===== src/rtl/hazard_pkg.sv =====
// Shared types for the EX-stage hazard controller.
//   fwd_sel_e      : ALU operand source select (register file, MEM/WB, EX/MEM)
//   hazard_state_e : last action taken by the hazard controller
//   src_hit()      : true when a source register depends on a stage's destination
package hazard_pkg;

    localparam int REG_ADDR_W = 5;

    typedef enum logic [1:0] {
        FWD_RF    = 2'b00,
        FWD_MEMWB = 2'b01,
        FWD_EXMEM = 2'b10
    } fwd_sel_e;

    typedef enum logic [1:0] {
        HZ_RUN   = 2'd0,
        HZ_STALL = 2'd1,
        HZ_FLUSH = 2'd2
    } hazard_state_e;

    // x0 is hardwired to zero, so a write to it never creates a dependency.
    function automatic logic src_hit(input logic [REG_ADDR_W-1:0] src,
                                     input logic                  uses,
                                     input logic [REG_ADDR_W-1:0] rd,
                                     input logic                  wr);
        return uses && wr && (rd != '0) && (src == rd);
    endfunction

endpackage


===== src/rtl/forward_select.sv =====
// Operand forwarding select for one EX-stage source register.
// Ports:
//   src_i                    : source register address latched in ID/EX
//   exmem_rd_i, exmem_wr_i   : EX/MEM destination and write flag
//   memwb_rd_i, memwb_wr_i   : MEM/WB destination and write flag
//   sel_o                    : chosen operand source
module forward_select
    import hazard_pkg::*;
(
    input  logic [REG_ADDR_W-1:0] src_i,
    input  logic [REG_ADDR_W-1:0] exmem_rd_i,
    input  logic                  exmem_wr_i,
    input  logic [REG_ADDR_W-1:0] memwb_rd_i,
    input  logic                  memwb_wr_i,
    output fwd_sel_e              sel_o
);

    // EX/MEM holds the younger result, so it wins when both stages match.
    always_comb begin
        sel_o = FWD_RF;
        if (src_hit(src_i, 1'b1, exmem_rd_i, exmem_wr_i)) begin
            sel_o = FWD_EXMEM;
        end else if (src_hit(src_i, 1'b1, memwb_rd_i, memwb_wr_i)) begin
            sel_o = FWD_MEMWB;
        end
    end

endmodule


===== src/rtl/ex_hazard_unit.sv =====
// Pipeline hazard controller: forwarding selects, load-use / RAW stalls and
// taken-branch flushes. Keeps a shadow copy of the EX/MEM and MEM/WB
// destination fields, which advance every cycle.
// Build option: FORWARDING_EN
//   defined   -> operand forwarding active, only load-use hazards stall
//   undefined -> forward_a/b tied to 00, any RAW dependency on ID/EX, EX/MEM
//                or MEM/WB stalls (register file is not write-through)
// Ports:
//   clock, reset                 : rising-edge clock, synchronous active-high reset
//   id_rs_1/2, id_uses_rs_1/2    : ID-stage sources and their use flags
//   ex_reg_rs_1/2, ex_reg_rd     : ID/EX source and destination fields
//   ex_reg_write, ex_mem_read    : ID/EX control fields
//   branch_taken                 : EX-stage branch resolved taken
//   stall_if_id, bubble_id_ex    : hold PC/IF-ID, zero ID/EX controls
//   flush_if_id                  : clear IF/ID
//   forward_a/b                  : EX operand source select
//   hazard_state                 : previous cycle's action (RUN/STALL/FLUSH)
//   stall_count                  : saturating stalled-cycle count
//
// state    | meaning
// HZ_RUN   | no hazard action last cycle
// HZ_STALL | IF/ID held and bubble inserted last cycle
// HZ_FLUSH | IF/ID cleared for a taken branch last cycle
module ex_hazard_unit
    import hazard_pkg::*;
#(
    parameter int STALL_CNT_W = 16
) (
    input  logic                   clock,
    input  logic                   reset,
    input  logic [REG_ADDR_W-1:0]  id_rs_1,
    input  logic [REG_ADDR_W-1:0]  id_rs_2,
    input  logic                   id_uses_rs_1,
    input  logic                   id_uses_rs_2,
    input  logic [REG_ADDR_W-1:0]  ex_reg_rs_1,
    input  logic [REG_ADDR_W-1:0]  ex_reg_rs_2,
    input  logic [REG_ADDR_W-1:0]  ex_reg_rd,
    input  logic                   ex_reg_write,
    input  logic                   ex_mem_read,
    input  logic                   branch_taken,
    output logic                   stall_if_id,
    output logic                   bubble_id_ex,
    output logic                   flush_if_id,
    output logic [1:0]             forward_a,
    output logic [1:0]             forward_b,
    output logic [1:0]             hazard_state,
    output logic [STALL_CNT_W-1:0] stall_count
);

    logic [REG_ADDR_W-1:0]  exmem_rd_q, memwb_rd_q;
    logic                   exmem_wr_q, memwb_wr_q;
    hazard_state_e          state_q, state_d;
    logic [STALL_CNT_W-1:0] stall_cnt_q, stall_cnt_d;

    logic id_hit_ex;
    logic raw_stall;

    assign id_hit_ex = src_hit(id_rs_1, id_uses_rs_1, ex_reg_rd, ex_reg_write)
                     | src_hit(id_rs_2, id_uses_rs_2, ex_reg_rd, ex_reg_write);

`ifdef FORWARDING_EN
    fwd_sel_e sel_a, sel_b;

    forward_select u_fwd_a (
        .src_i      (ex_reg_rs_1),
        .exmem_rd_i (exmem_rd_q),
        .exmem_wr_i (exmem_wr_q),
        .memwb_rd_i (memwb_rd_q),
        .memwb_wr_i (memwb_wr_q),
        .sel_o      (sel_a)
    );

    forward_select u_fwd_b (
        .src_i      (ex_reg_rs_2),
        .exmem_rd_i (exmem_rd_q),
        .exmem_wr_i (exmem_wr_q),
        .memwb_rd_i (memwb_rd_q),
        .memwb_wr_i (memwb_wr_q),
        .sel_o      (sel_b)
    );

    assign forward_a = sel_a;
    assign forward_b = sel_b;

    // Only a load's data arrives too late to forward into the next EX.
    assign raw_stall = ex_mem_read & id_hit_ex;
`else
    logic unused_fwd_inputs;

    assign unused_fwd_inputs = ^{ex_reg_rs_1, ex_reg_rs_2, ex_mem_read};
    assign forward_a         = FWD_RF;
    assign forward_b         = FWD_RF;

    // Without forwarding, the consumer waits until the producer has left MEM/WB.
    assign raw_stall = id_hit_ex
        | src_hit(id_rs_1, id_uses_rs_1, exmem_rd_q, exmem_wr_q)
        | src_hit(id_rs_2, id_uses_rs_2, exmem_rd_q, exmem_wr_q)
        | src_hit(id_rs_1, id_uses_rs_1, memwb_rd_q, memwb_wr_q)
        | src_hit(id_rs_2, id_uses_rs_2, memwb_rd_q, memwb_wr_q);
`endif

    // A taken branch kills the stalled instruction anyway, so the flush wins.
    assign flush_if_id  = branch_taken;
    assign stall_if_id  = raw_stall & ~branch_taken;
    assign bubble_id_ex = raw_stall | branch_taken;

    always_comb begin
        state_d = HZ_RUN;
        if (branch_taken) begin
            state_d = HZ_FLUSH;
        end else if (stall_if_id) begin
            state_d = HZ_STALL;
        end
    end

    always_comb begin
        stall_cnt_d = stall_cnt_q;
        if (stall_if_id && (stall_cnt_q != {STALL_CNT_W{1'b1}})) begin
            stall_cnt_d = stall_cnt_q + STALL_CNT_W'(1);
        end
    end

    always_ff @(posedge clock) begin
        if (reset) begin
            exmem_rd_q  <= '0;
            exmem_wr_q  <= 1'b0;
            memwb_rd_q  <= '0;
            memwb_wr_q  <= 1'b0;
            state_q     <= HZ_RUN;
            stall_cnt_q <= '0;
        end else begin
            exmem_rd_q  <= ex_reg_rd;
            exmem_wr_q  <= ex_reg_write;
            memwb_rd_q  <= exmem_rd_q;
            memwb_wr_q  <= exmem_wr_q;
            state_q     <= state_d;
            stall_cnt_q <= stall_cnt_d;
        end
    end

    assign hazard_state = state_q;
    assign stall_count  = stall_cnt_q;

endmodule


===== config.mk =====
export PLATFORM = sky130hd
export DESIGN_NAME = ex_hazard_unit
export DESIGN_NICKNAME = d
export VERILOG_FILES = /design/src/rtl/hazard_pkg.sv /design/src/rtl/forward_select.sv /design/src/rtl/ex_hazard_unit.sv
export SDC_FILE = /design/constraint.sdc
export NUM_CORES = 1
export LEC_CHECK = 0
export CORE_MARGIN = 2
export CORE_UTILIZATION = 41
export DETAILED_ROUTE_END_ITERATION = 8
export GPL_TIMING_DRIVEN = 0
export PLACE_DENSITY = 0.79
export SLEW_MARGIN = 40
export SYNTH_ARGS = -nofsm -noshare
export SYNTH_HDL_FRONTEND = slang
export SYNTH_HIERARCHICAL = 1
export SYNTH_SLANG_ARGS = --single-unit

===== constraint.sdc =====
create_clock -name clock -period 3.3 [get_ports clock]
set_clock_uncertainty 0.05 [all_clocks]
set_input_delay 0.99 -clock clock [delete_from_list [all_inputs] [get_ports clock]]
set_output_delay 0.99 -clock clock [all_outputs]
set_load 0.005 [all_outputs]

==> run_results.csv, run 1 <==
group,metric,value,unit
logic_synthesis,synth.yosys.seq_area_share,36.4,%
route,routed-via-count,1524,
final_layout,drive_gt1_share,18.7,%
logic_synthesis,synth.avg_cell_area,8.67,sq um
sta,finalHoldViolCount,0,
logic_synthesis,yosysMostFrequentCell,"dfxtp_1",
grt,antenna_found_initial,0,
final_layout,fin_util,58.7,%
floorplan,core,3940,sq um
setup_path,start_kind,"primary input",
grt,grt_pass1_vias,1352,
sta,setup_viol,2,
final_layout,fillers,356,
floorplan,rows,23,
floorplan,pin_count,57,
run,cap_violations,0,
power,switchingPower,0.000185,W
cts,clock_sinks,30,
floorplan,die_w,67.4,um
sta,final.min_clock_period,3.35,ns
cts,path_clk_slew,0.06,ns
logic_synthesis,synth_area_leaders,"dfxtp_1 36%, xor2_1 13%, nor2b_1 6.5%",
setup_path,path_cells,"buf_6, xor2_1, nor4_1, and3_1, o221ai_4, a31o_4, inv_4, buf_6",
logic_synthesis,synthTopCellsByCount,"30 x dfxtp_1, 24 x xor2_1, 17 x nor2b_1, 12 x or3_1, 11 x nor2_1",
logic_synthesis,postSynthCellCount,190,
sta,worst_pin_slew,0.801,ns
sta,slew_viol_final,0,
logic_synthesis,synth-edff-count,0,
placed_design,gp_routability_congestion,0.865,
sta,max_freq,0.298,GHz
setup_path,worstPathArrival,2.31,ns
setup_path,slowest_stage,"and3_1",
cts,cts_hold_buf,0,
sta,relSlewSlack,46.2,%
logic_synthesis,ys_seq_elements,30,
route,first_pass_iters,4,
final_layout,nets,278,
power,pwr-share-comb,13.2,%
placed_design,hpwl,2900,um
placed_design,placed_cell_area,2130,sq um
outcome,failed_checks,"negative setup slack",
grt,overflow,0,
logic_synthesis,synthArstFlopShare,0,%
final_layout,diodes,0,
worst_hold_path,hp-class,"reg2reg",
grt,grt.total_usage,18.1,%
setup_path,end_kind,"output port",
route,wl_per_cell,13.1,um
setup_path,critPathMaxFanout,4,
grt,grt_pass1_wl,6200,um
floorplan,die_y,67.4,um
outcome,status,"finished with violations",
logic_synthesis,yosys.area.top_type_share,36.4,%
floorplan,initial_core_util,41.8,%
route,drc_errors,0,
power,power.leakage,0.881,nW
cts,cts_tree,"yes",
cts,clockBufferDepth,2,
setup_path,required,2.26,ns
route,wl,3890,um
logic_synthesis,synth_area,1650,sq um
logic_synthesis,yosysTopAreaCell,"dfxtp_1",
power,p_int,0.000595,W
setup_path,crit_top_cell,"buf_6",
floorplan,die-area,4540,sq um
power,powerDensity,337,nW/um^2
cts,root_buffer,"clkbuf_8",
placed_design,port_buffers,41,
sta,rsz0062_at_grt,"true",
power,total_power,0.000780,W
route,drt_iter0_markers,95,
setup_path,path_class,"in2out",
grt,grt_max_degree,19,
cts,numCtsBuffers,5,
cts,cts-htree-levels,2,
sta,layout_setup_ws,-0.0507,ns
route,drtAntennaViolNets,0,
power,pwr-share-clk,38.2,%
logic_synthesis,synthFlopType,"dfxtp_1",
power,p_seq_share,48.6,%
final_layout,syn2layout_area_growth,40.4,%
power,ir_drop,0.309,mV
sta,holdWs,0.436,ns
logic_synthesis,synth_warnings,6,
route,viasPerCell,5.15,
cts,clk_latency,0.28,ns
power,swShare,23.7,%
logic_synthesis,synth.distinct_cells,31,
setup_path,critPathMaxStageDelay,0.26,ns
sta,fin_crit_sh,102,%
final_layout,design_area,2310,sq um
[layout by cell type (no fill, tap or decap), types with 7 or more instances in the layout]
cell,Yosys,final
a21oi_1,10,10
clkdlybuf4s50_1,0,24
nand3_1,7,7
nor2b_1,17,17
or3_1,12,12
dfxtp_1,30,30
and3_1,7,7
buf_4,5,10
buf_6,2,10
o21ai_0,10,10
nor2_1,11,11
xor2_1,24,23
[critical path, delay by kind of cell]
kind / cells / cell delay (ns)
and+or+nand+nor: 2 / 0.51
xor gates and xnor gates: 1 / 0.16
buffers and inverters: 3 / 0.25
AOI/OAI and AO/OA: 2 / 0.40
[stage by stage]
step                setup WS [ns]  TNS (ns)  std cells
CTS                       -0.0780    -0.134        294
detailed placement          -1.17     -4.45        284
global route               -0.146    -0.220        296
global placement            -1.12     -3.31        284
finish                    -0.0507   -0.0618        296
floorplan                  0.0480         0        193
[per-layer routing]
metal / wire [um] / global-route usage, %
met3: 180 / 4.33
met4: 44 / 5.36
met5: 0 / 0
met2: 1800 / 29.2
met1: 1860 / 24.0
[final timing paths]
check | slack, ns | to | startpoint | depth (start not counted)
worst max-delay path | -0.05 | stall_if_id | ex_reg_rd[4] | 8
worst min-delay path | 0.44 | memwb_wr_q | exmem_wr_q | 1
worst max register to register | 0.68 | stall_count[10] | exmem_rd_q[4] | 9
worst min register to register | 0.44 | memwb_wr_q | exmem_wr_q | 1
[sequential cells by signal (all words and copies together) (netlist names)]
name / flops
stall_count: 16
exmem_rd_q: 5
memwb_rd_q: 5
hazard_state: 2
exmem_wr_q: 1
memwb_wr_q: 1
[cell type report]
cell class | instances | area (sq um) | share of cell area (%)
timing repair buffer | 47 | 460 | 19.9
clock buffer | 6 | 82.6 | 3.57
inverter | 4 | 17.5 | 0.757
multi-input combinational | 147 | 1020 | 44.1
buffer | 10 | 56.3 | 2.43
sequential | 30 | 601 | 26.0
clock inverter | 2 | 12.5 | 0.541
tap | 50 | 62.6 | 2.70
[cells by family (layout without fill, tap and decap cells)]
group	after synthesis	after routing	synth area share [%]
AOI/OAI and AO/OA	25	25	8.73
xor gates and xnor gates	30	30	15.9
adders and majority gates	1	1	0.759
buffers and inverters	16	69	5.69
DFF	30	30	36.4
muxes	5	5	3.42
other	1	4	0.228
and+or+nand+nor	82	82	28.8
[repair_timing]
item                       4_1_cts  5_1_grt
setup buffers                    3        3
setup endpoints to repair        3        2
pin swaps                       18        8
resized for setup               93       12
[power by group through the flow]
stage | Clock (W) | Combinational [W] | Sequential (W)
after floorplan | 0 | 0.0000467 | 0.000384
after global placement | 0 | 0.0000934 | 0.000386
after detailed placement | 0 | 0.0000948 | 0.000386
after CTS | 0.000308 | 0.0000975 | 0.000379
after global routing | 0.000323 | 0.000113 | 0.000380
final | 0.000298 | 0.000103 | 0.000379
Note: power is estimated with default switching activity, not from simulation.
==> run 2: changes to the inputs <==
--- a/config.mk
+++ b/config.mk
@@ -7,9 +7,10 @@
 export LEC_CHECK = 0
 export CORE_MARGIN = 2
 export CORE_UTILIZATION = 41
+export CTS_CLUSTER_SIZE = 20
 export DETAILED_ROUTE_END_ITERATION = 8
 export GPL_TIMING_DRIVEN = 0
-export PLACE_DENSITY = 0.79
+export PLACE_DENSITY_LB_ADDON = 0.15
 export SLEW_MARGIN = 40
 export SYNTH_ARGS = -nofsm -noshare
 export SYNTH_HDL_FRONTEND = slang
==> run_results.csv, run 2 (same netlist as run 1, synthesis figures left out) <==
group,metric,value,unit
setup_path,required,2.26,ns
final_layout,diodes,0,
route,drtAntennaViolNets,0,
placed_design,gp_routability_congestion,0.886,
grt,overflow,0,
power,total_power,0.000756,W
cts,root_buffer,"clkbuf_8",
final_layout,instances_no_fill,297,
floorplan,core,3940,sq um
power,power.leakage,0.871,nW
sta,final.min_clock_period,3.49,ns
sta,relSlewSlack,49.8,%
outcome,failed_checks,"negative setup slack",
final_layout,largest_reg_flops,16,
cts,clock_sinks,30,
power,ir_drop,0.184,mV
cts,numCtsBuffers,5,
final_layout,nets,280,
sta,layout_setup_ws,-0.189,ns
placed_design,dp_cells,284,
setup_path,critPathMaxFanout,3,
route,wl,4310,um
floorplan,die_y,67.4,um
worst_hold_path,hp-class,"reg2reg",
route,routed-via-count,1543,
grt,grt_max_degree,11,
final_layout,fillers,384,
cts,clk_latency,0.28,ns
cts,cts-htree-levels,2,
sta,finalHoldViolCount,0,
grt,grt_pass1_wl,6620,um
grt,antenna_found_initial,0,
setup_path,path_class,"in2out",
final_layout,multiInputGateArea,1060,sq um
route,first_pass_iters,4,
final_layout,final_cell_mix,"30 x dfxtp_1, 24 x clkdlybuf4s50_1, 22 x xor2_1, 17 x nor2b_1, 15 x buf_4",
grt,grt_pass1_vias,1460,
sta,setup_viol,1,
grt,grt.total_usage,20.0,%
run,cap_violations,0,
sta,slew_viol_final,0,
final_layout,fin_util,58.9,%
grt,met3_usage,4.33,%
setup_path,end_kind,"output port",
final_layout,layout_commonest_cell,"dfxtp_1",
sta,fin_crit_sh,106,%
grt,grt.busiest_layer,"met2",
route,viasPerCell,5.20,
floorplan,pin_count,57,
sta,setup_tns,-0.189,ns
power,powerDensity,326,nW/um^2
sta,max_freq,0.287,GHz
cts,path_clk_slew,0.06,ns
final_layout,syn2layout_area_growth,40.9,%
final_layout,drive_gt1_share,20.2,%
setup_path,worstPathArrival,2.45,ns
cts,clockBufferDepth,2,
sta,worst_pin_slew,0.749,ns
floorplan,die_w,67.4,um
setup_path,start_kind,"primary input",
cts,cts_hold_buf,0,
floorplan,initial_core_util,41.8,%
floorplan,rows,23,
cts,cts_tree,"yes",
placed_design,hpwl,2930,um
final_layout,seq_area,601,sq um
route,drt_iter0_markers,42,
outcome,status,"finished with violations",
route,drc_errors,0,
sta,holdWs,0.425,ns
grt,grtUsageMet1,23.5,%
route,wl_per_cell,14.5,um
placed_design,port_buffers,41,
grt,gr-usage-met2,34.4,%
floorplan,die-area,4540,sq um
sta,rsz0062_at_grt,"true",
==> run 2: cell count changes in the layout (fill, tap and decap cells not counted), sizes merged <==
cell	delta
clkbuf	+1
clkinvlp	-1
clkinv	-1
buf	+2
==> run 2: stage by stage <==
step / setup WS, ns / cell area, sq um
after CTS: -0.241 / 2240
after detailed placement: -1.28 / 2130
after global placement: -1.27 / 2130
after floorplan: 0.0480 / 1660
final: -0.189 / 2320
after global routing: -0.219 / 2320
==> run 2: final timing paths <==
path / slack [ns] / to / from / cells after the start
max: -0.19 / stall_if_id / id_rs_1[4] / 9
min: 0.42 / memwb_wr_q / exmem_wr_q / 1
max reg2reg: 0.50 / stall_count[10] / memwb_rd_q[4] / 11
min reg2reg: 0.42 / memwb_wr_q / exmem_wr_q / 1
==> run 2: what timing repair did <==
action | in CTS | in global routing
setup buffers | 5 | 2
pin swaps | 15 | 14
gates resized for setup | 81 | 22
setup endpoints to repair | 5 | 4
==> run 2: critical path: stages <==
cell      delay, ns
buf_8          0.11
xor2_1         0.17
nor4_1         0.30
and3_1         0.24
o221ai_2       0.12
a31o_4         0.28
buf_6          0.12
inv_4          0.05
buf_6          0.08
==> run 2: area by class of cell <==
cell class	count	area share [%]
inverter	4	0.755
buffer	11	2.91
clock buffer	7	3.29
tap	50	2.70
multi-input combinational	147	45.5
sequential	30	25.9
timing repair buffer	48	19.0
==> run 2: report_power, final <==
group	switching [W]	internal, W
registers	0.00000807	0.000370
logic	0.0000473	0.0000550
clock network	0.000131	0.000145
total	0.000186	0.000570
==> run 2: per-layer routing <==
layer  part of all wire (%)  vias up
met2                     48       42
met1                     46      719
met3                    4.7        6
li1                       -      776
met4                    1.3        0
met5                      0        -
